$ cat src/rtl/countdown_pkg.sv
// Shared types and constants for the packed-BCD countdown timer.
package countdown_pkg;

  // Timer state. RUN is the only state in which ticks are consumed.
  typedef enum logic [1:0] {
    IDLE   = 2'd0,
    RUN    = 2'd1,
    PAUSED = 2'd2,
    DONE   = 2'd3
  } state_t;

  localparam logic [3:0] BCD_NINE = 4'd9;
  localparam logic [3:0] BCD_ZERO = 4'd0;

  // True when a nibble is a legal BCD digit (0..9).
  function automatic logic digit_ok(input logic [3:0] d);
    return d <= BCD_NINE;
  endfunction

endpackage

$ cat src/rtl/bcd_digit_dec.sv
// One BCD digit of the decrement chain: subtracts the incoming borrow,
// wrapping 0 -> 9 and passing the borrow on to the next digit.
module bcd_digit_dec
  import countdown_pkg::*;
(
  input  logic [3:0] digit,
  input  logic       borrow_in,
  output logic [3:0] digit_next,
  output logic       borrow_out
);

  // Subtract the borrow from this digit, wrapping through nine.
  always_comb begin
    // NOTE: every output gets a default first so no path leaves it unassigned (no latch).
    digit_next = digit;
    borrow_out = 1'b0;
    if (borrow_in) begin
      if (digit == BCD_ZERO) begin
        digit_next = BCD_NINE;
        borrow_out = 1'b1;
      end else begin
        digit_next = digit - 4'd1;
      end
    end
  end

endmodule

$ cat src/rtl/countdown_bcd_timer.sv
// Packed-BCD countdown timer. Loaded with a start time, decrements once
// per tick while running, and reports warning, expiry and load errors.
// All outputs are registered.
module countdown_bcd_timer
  import countdown_pkg::*;
#(
  parameter int                      NUM_DIGITS = 4,
  parameter logic [4*NUM_DIGITS-1:0] WARN_BCD   = 16'h0010
) (
  input  logic                      clk,
  input  logic                      reset,
  input  logic                      tick,
  input  logic                      load,
  input  logic [4*NUM_DIGITS-1:0]   load_value,
  input  logic                      start,
  input  logic                      pause,
  output logic [4*NUM_DIGITS-1:0]   count,
  output logic                      running,
  output logic                      warn,
  output logic                      expired,
  output logic                      time_up,
  output logic                      load_err
);

  localparam int              CW       = 4 * NUM_DIGITS;
  localparam logic [CW-1:0]   CNT_ZERO = '0;
  localparam logic [CW-1:0]   CNT_ONE  = CW'(1);

  state_t          state;
  state_t          state_next;
  logic [CW-1:0]   count_dec;
  logic [CW-1:0]   count_next;
  logic [NUM_DIGITS:0] borrow;
  logic            underflow;
  logic            load_ok;
  logic            start_go;
  logic            pause_go;
  logic            expired_next;
  logic            load_err_next;
  logic            running_next;
  logic            warn_next;
  logic            time_up_next;

  // Decrement chain: digit 0 always takes the decrement.
  assign borrow[0] = 1'b1;

  for (genvar g = 0; g < NUM_DIGITS; g++) begin : g_digit
    bcd_digit_dec u_dec (
      .digit      (count[4*g +: 4]),
      .borrow_in  (borrow[g]),
      .digit_next (count_dec[4*g +: 4]),
      .borrow_out (borrow[g+1])
    );
  end

  // A borrow out of the top digit means the count was already zero.
  assign underflow = borrow[NUM_DIGITS];

  // Accept a load only when every nibble is a legal BCD digit.
  always_comb begin
    load_ok = 1'b1;
    for (int i = 0; i < NUM_DIGITS; i++) begin
      if (!digit_ok(load_value[4*i +: 4])) load_ok = 1'b0;
    end
  end

  // Start/pause only count as transitions when they actually change state;
  // start and pause together cancel each other.
  assign start_go = start && !pause && (state == IDLE || state == PAUSED) && (count != CNT_ZERO);
  assign pause_go = pause && !start && (state == RUN);

  // Next state and count: load > start/pause > tick.
  always_comb begin
    state_next    = state;
    count_next    = count;
    expired_next  = 1'b0;
    load_err_next = 1'b0;
    if (load) begin
      if (load_ok) begin
        count_next = load_value;
        state_next = IDLE;
      end else begin
        load_err_next = 1'b1;
      end
    end else if (start_go) begin
      state_next = RUN;
    end else if (pause_go) begin
      state_next = PAUSED;
    end else if (tick && state == RUN && !underflow) begin
      count_next = count_dec;
      if (count == CNT_ONE) begin
        state_next   = DONE;
        expired_next = 1'b1;
      end
    end
  end

  // Status outputs derived from the next state so they register alongside it.
  always_comb begin
    running_next = (state_next == RUN);
    warn_next    = running_next && (count_next <= WARN_BCD);
    time_up_next = (state_next == DONE);
  end

  // State, count and all outputs registered; synchronous reset clears everything.
  always_ff @(posedge clk) begin
    // NOTE: sequential state uses non-blocking assignments so all registers update together.
    if (reset) begin
      state    <= IDLE;
      count    <= CNT_ZERO;
      running  <= 1'b0;
      warn     <= 1'b0;
      expired  <= 1'b0;
      time_up  <= 1'b0;
      load_err <= 1'b0;
    end else begin
      state    <= state_next;
      count    <= count_next;
      running  <= running_next;
      warn     <= warn_next;
      expired  <= expired_next;
      time_up  <= time_up_next;
      load_err <= load_err_next;
    end
  end

endmodule

$ cat config.mk
export PLATFORM = sky130hd
export DESIGN_NAME = countdown_bcd_timer
export DESIGN_NICKNAME = d
export VERILOG_FILES = /design/src/rtl/countdown_pkg.sv /design/src/rtl/bcd_digit_dec.sv /design/src/rtl/countdown_bcd_timer.sv
export SDC_FILE = /design/constraint.sdc
export NUM_CORES = 1
export LEC_CHECK = 0
export ABC_AREA = 1
export CORE_UTILIZATION = 32
export DETAILED_ROUTE_END_ITERATION = 7
export PLACE_DENSITY = 0.6
export REMOVE_ABC_BUFFERS = 1
export SKIP_LAST_GASP = 1
export SLEW_MARGIN = 15
export SYNTH_ARGS = -nofsm -noshare
export SYNTH_HDL_FRONTEND = slang
export SYNTH_HIERARCHICAL = 1
export SYNTH_SLANG_ARGS = --single-unit
export TNS_END_PERCENT = 10
$ cat constraint.sdc
create_clock -name clk -period 3 [get_ports clk]
set_clock_uncertainty 0.2 [all_clocks]
set_input_delay 0.45 -clock clk [delete_from_list [all_inputs] [get_ports clk]]
set_output_delay 0.45 -clock clk [all_outputs]
set_load 0.02 [all_outputs]
==> results.json <==
{
  "result_of_the_run": "finished clean",
  "finalWorstSetupSlack_ns": 0.287,
  "timing.critical_path.cells": "inv_1, nand3_2, nor2_4, nand3_2, nor2_4, nand3_2, nor2_4, nand3_2, nor2_4, nor2_1, nand2_2, nor2_8, o211ai_2, nand2_1, nor2_1, nand2_1, nor2_1, nand2_1, nor2_1",
  "final_nets": 398,
  "areaGrowthSynthToFinish_pct": 30.3,
  "clk_transition_reported_paths_ns": 0.10,
  "gp_congestion": 0.857,
  "slowest_stage_delay_cp_ns": 0.37,
  "min_period_ns": 2.71,
  "drive_above_1_share": 0.136,
  "root_buffer": "clkbuf_8",
  "grt_first_pass_wirelength_mm": 8.76,
  "drt-pass1-iter-count": 4,
  "syn-mean-instance-area_sq_um": 5.86,
  "finalSetupViolCount": 0,
  "clockBufferDepth": 2,
  "critical-path-slowest-cell": "dfxtp_1",
  "tns_ns": 0,
  "via_count_of_the_first_global_routing_pass": 1897,
  "num_vias": 2055,
  "yosysWarnings": 6,
  "post-dp-hpwl_mm": 3.89,
  "worst-endpoint-required_ns": 3.02,
  "worstPathMaxFanout": 25,
  "cts_made_buffers": 3,
  "netlist-cell-type-count": 28,
  "critPathTopFamily": "simple AND/OR/NAND/NOR gates",
  "p_leak_uw": 0.00114,
  "layoutNonFillerInstCount": 447,
  "floorplan.core_area_sq_um": 5640,
  "die_width_um": 79.3,
  "pin_count_of_the_biggest_net_entering_global_routing": 26,
  "wire_per_inst_um": 11.4,
  "place_ws_ns": 0.196,
  "vias_per_cell": 4.60,
  "seq_area_frac_synth": 0.241,
  "worst_hold_path.endpoint": "running",
  "hold_fails_final_rpt": 0,
  "r2r_slack_ns": 0.29,
  "drv_slew": 0,
  "drv_cap": 0,
  "die-area_sq_um": 6280,
  "worst-endpoint-arrival_ns": 2.73,
  "detail_route.drc_violations": 0,
  "synth_top_area_frac": 0.241,
  "post_synth_instance_area_sq_um": 1910,
  "clock.fmax_mhz": 369,
  "launch_point_of_the_worst_reg_to_reg_path": "count[1]",
  "timing.critical_path.buf_inv": 1,
  "chipHeight_um": 79.3,
  "synth-seq-cells": 23,
  "antenna_violating_nets_post_route": 0,
  "timing.hold.worst.start": "state[1]",
  "worstSetupStartpointType": "flop",
  "fillers": 610,
  "worstHoldPathCells": 3,
  "timing.setup.critical_path_class": "reg -> reg",
  "setup.worst_path.end_class": "flop",
  "grtUsageTotal": 0.177,
  "yosys.area.top_type": "dfxtp_1",
  "min_period_over_period": 0.904,
  "dominant_cells_by_area_after_synthesis": "dfxtp_1 24%, nand2_1 18%, nand3_1 10%",
  "drt_iter0_markers": 125,
  "vdd_ir_drop_max_v": 0.000167,
  "cts_num_sinks": 23,
  "num_antenna_cells": 0,
  "postRouteWirelength_mm": 5.10,
  "cts_hold_repair.buffers": 0,
  "grt_setup_unrepaired": "false",
  "synth_cells": 326,
  "destination_of_the_worst_register_to_register_timing_path": "warn",
  "rows": 27,
  "placed_insts": 441,
  "ios": 43,
  "hold_class": "reg -> reg",
  "initial_core_util": 0.339,
  "pd_cells_nw_per_um2": 369,
  "io_buffers": 42,
  "grt_overflow_total": 0,
  "htree_levels": 1,
  "tritoncts_clock_tree": "done",
  "initial_antenna_violation_count": 0,
  "clock_latency_ns": 0.28,
  "worst_r2r_path_depth": 19
}
[cells in the mapped netlist (all sizes together)]
master,n
nand2,93
inv,58
nor2,49
nand3,42
dfxtp,23
a21oi,20
o21ai,13
nand4,7
buf,6
o211ai,4
xor2,4
clkbuf,3
nor3,2
and2,1
conb,1
[report_power, final]
group          internal [uW]  switching (uW)  leakage [uW]
sequential               325            29.2      0.000189
combinational            148             203      0.000925
clock                   94.4             119     0.0000217
total                    568             352       0.00114
[metrics by stage]
stage          power, uW  cell area (sq um)  hold WS, ns  utilization
5_1_grt              988               2490        0.473        0.441
2_1_floorplan        578               1860        0.319            -
6_report             919               2490        0.424        0.441
3_5_place_dp         709               2420        0.419        0.429
4_1_cts              927               2470        0.433        0.438
3_3_place_gp         708               2420        0.422        0.429
[flip-flops by register name (all words and copies together) (netlist names)]
name / flops
count: 16
running: 1
state: 2
time_up: 1
warn: 1
expired: 1
load_err: 1
[logic make-up (layout without fill, tap and decap cells)]
| kind of cell | after synthesis | after routing | synth area share |
|---|---|---|---|
| AO/OA/AOI/OAI | 37 | 37 | 0.115 |
| XOR/XNOR | 4 | 4 | 0.0183 |
| buffers and inverters | 67 | 113 | 0.147 |
| flip-flops | 23 | 23 | 0.241 |
| other | 1 | 4 | 0.00196 |
| AND/OR/NAND/NOR | 194 | 194 | 0.477 |
[area by class of cell]
cell class / instances / area, sq um / share of cell area
clock buffers: 3 / 41.3 / 0.0166
clock inverters: 1 / 7.51 / 0.00302
inverters: 58 / 220 / 0.0884
multi-input cells: 239 / 1180 / 0.474
flip-flops and latches: 23 / 462 / 0.185
well taps: 72 / 90.1 / 0.0362
repair buffers: 51 / 488 / 0.196
[cells in the final DEF (no fill, tap or decap), types with 2 or more instances in the layout]
cell	instances
a21oi_1	20
buf_4	9
clkbuf_8	3
clkdlybuf4s50_1	42
conb_1	4
dfxtp_1	22
inv_1	43
inv_2	14
nand2_1	90
nand2_2	3
nand3_1	38
nand3_2	4
nand4_1	6
nor2_1	40
nor2_2	2
nor2_4	6
nor3_1	2
o211ai_2	4
o21ai_0	6
o21ai_1	6
xor2_1	4
[repair_timing]
action                                  4_1_cts  5_1_grt
endpoints found under the setup margin        0        1
buffers inserted                              0        2
gates resized for setup                       0        2
[how the worst max path moves through the flow]
stage	depth (start not counted)	from	to
finish	19	count[1]	warn
global route	21	count[1]	warn
CTS	21	count[0]	warn
detailed placement	21	count[0]	warn
global placement	19	count[0]	warn
floorplan	21	count[2]	warn
[metal layers]
| layer | track usage | part of all wire | up-vias |
|---|---|---|---|
| met4 | 0.0691 | 0.022 | 0 |
| met1 | 0.235 | 0.48 | 883 |
| met3 | 0.0287 | 0.039 | 8 |
| met5 | 0 | 0 | - |
| met2 | 0.284 | 0.46 | 48 |
| li1 | - | - | 1116 |
[worst reg2reg max path, delay by kind of cell (launching register included)]
family	cells	cell delay [ns]
simple gates	17	1.82
flops	1	0.37
compound gates	1	0.17
buf+inv	1	0.10
(Power assumes the default switching activity.)
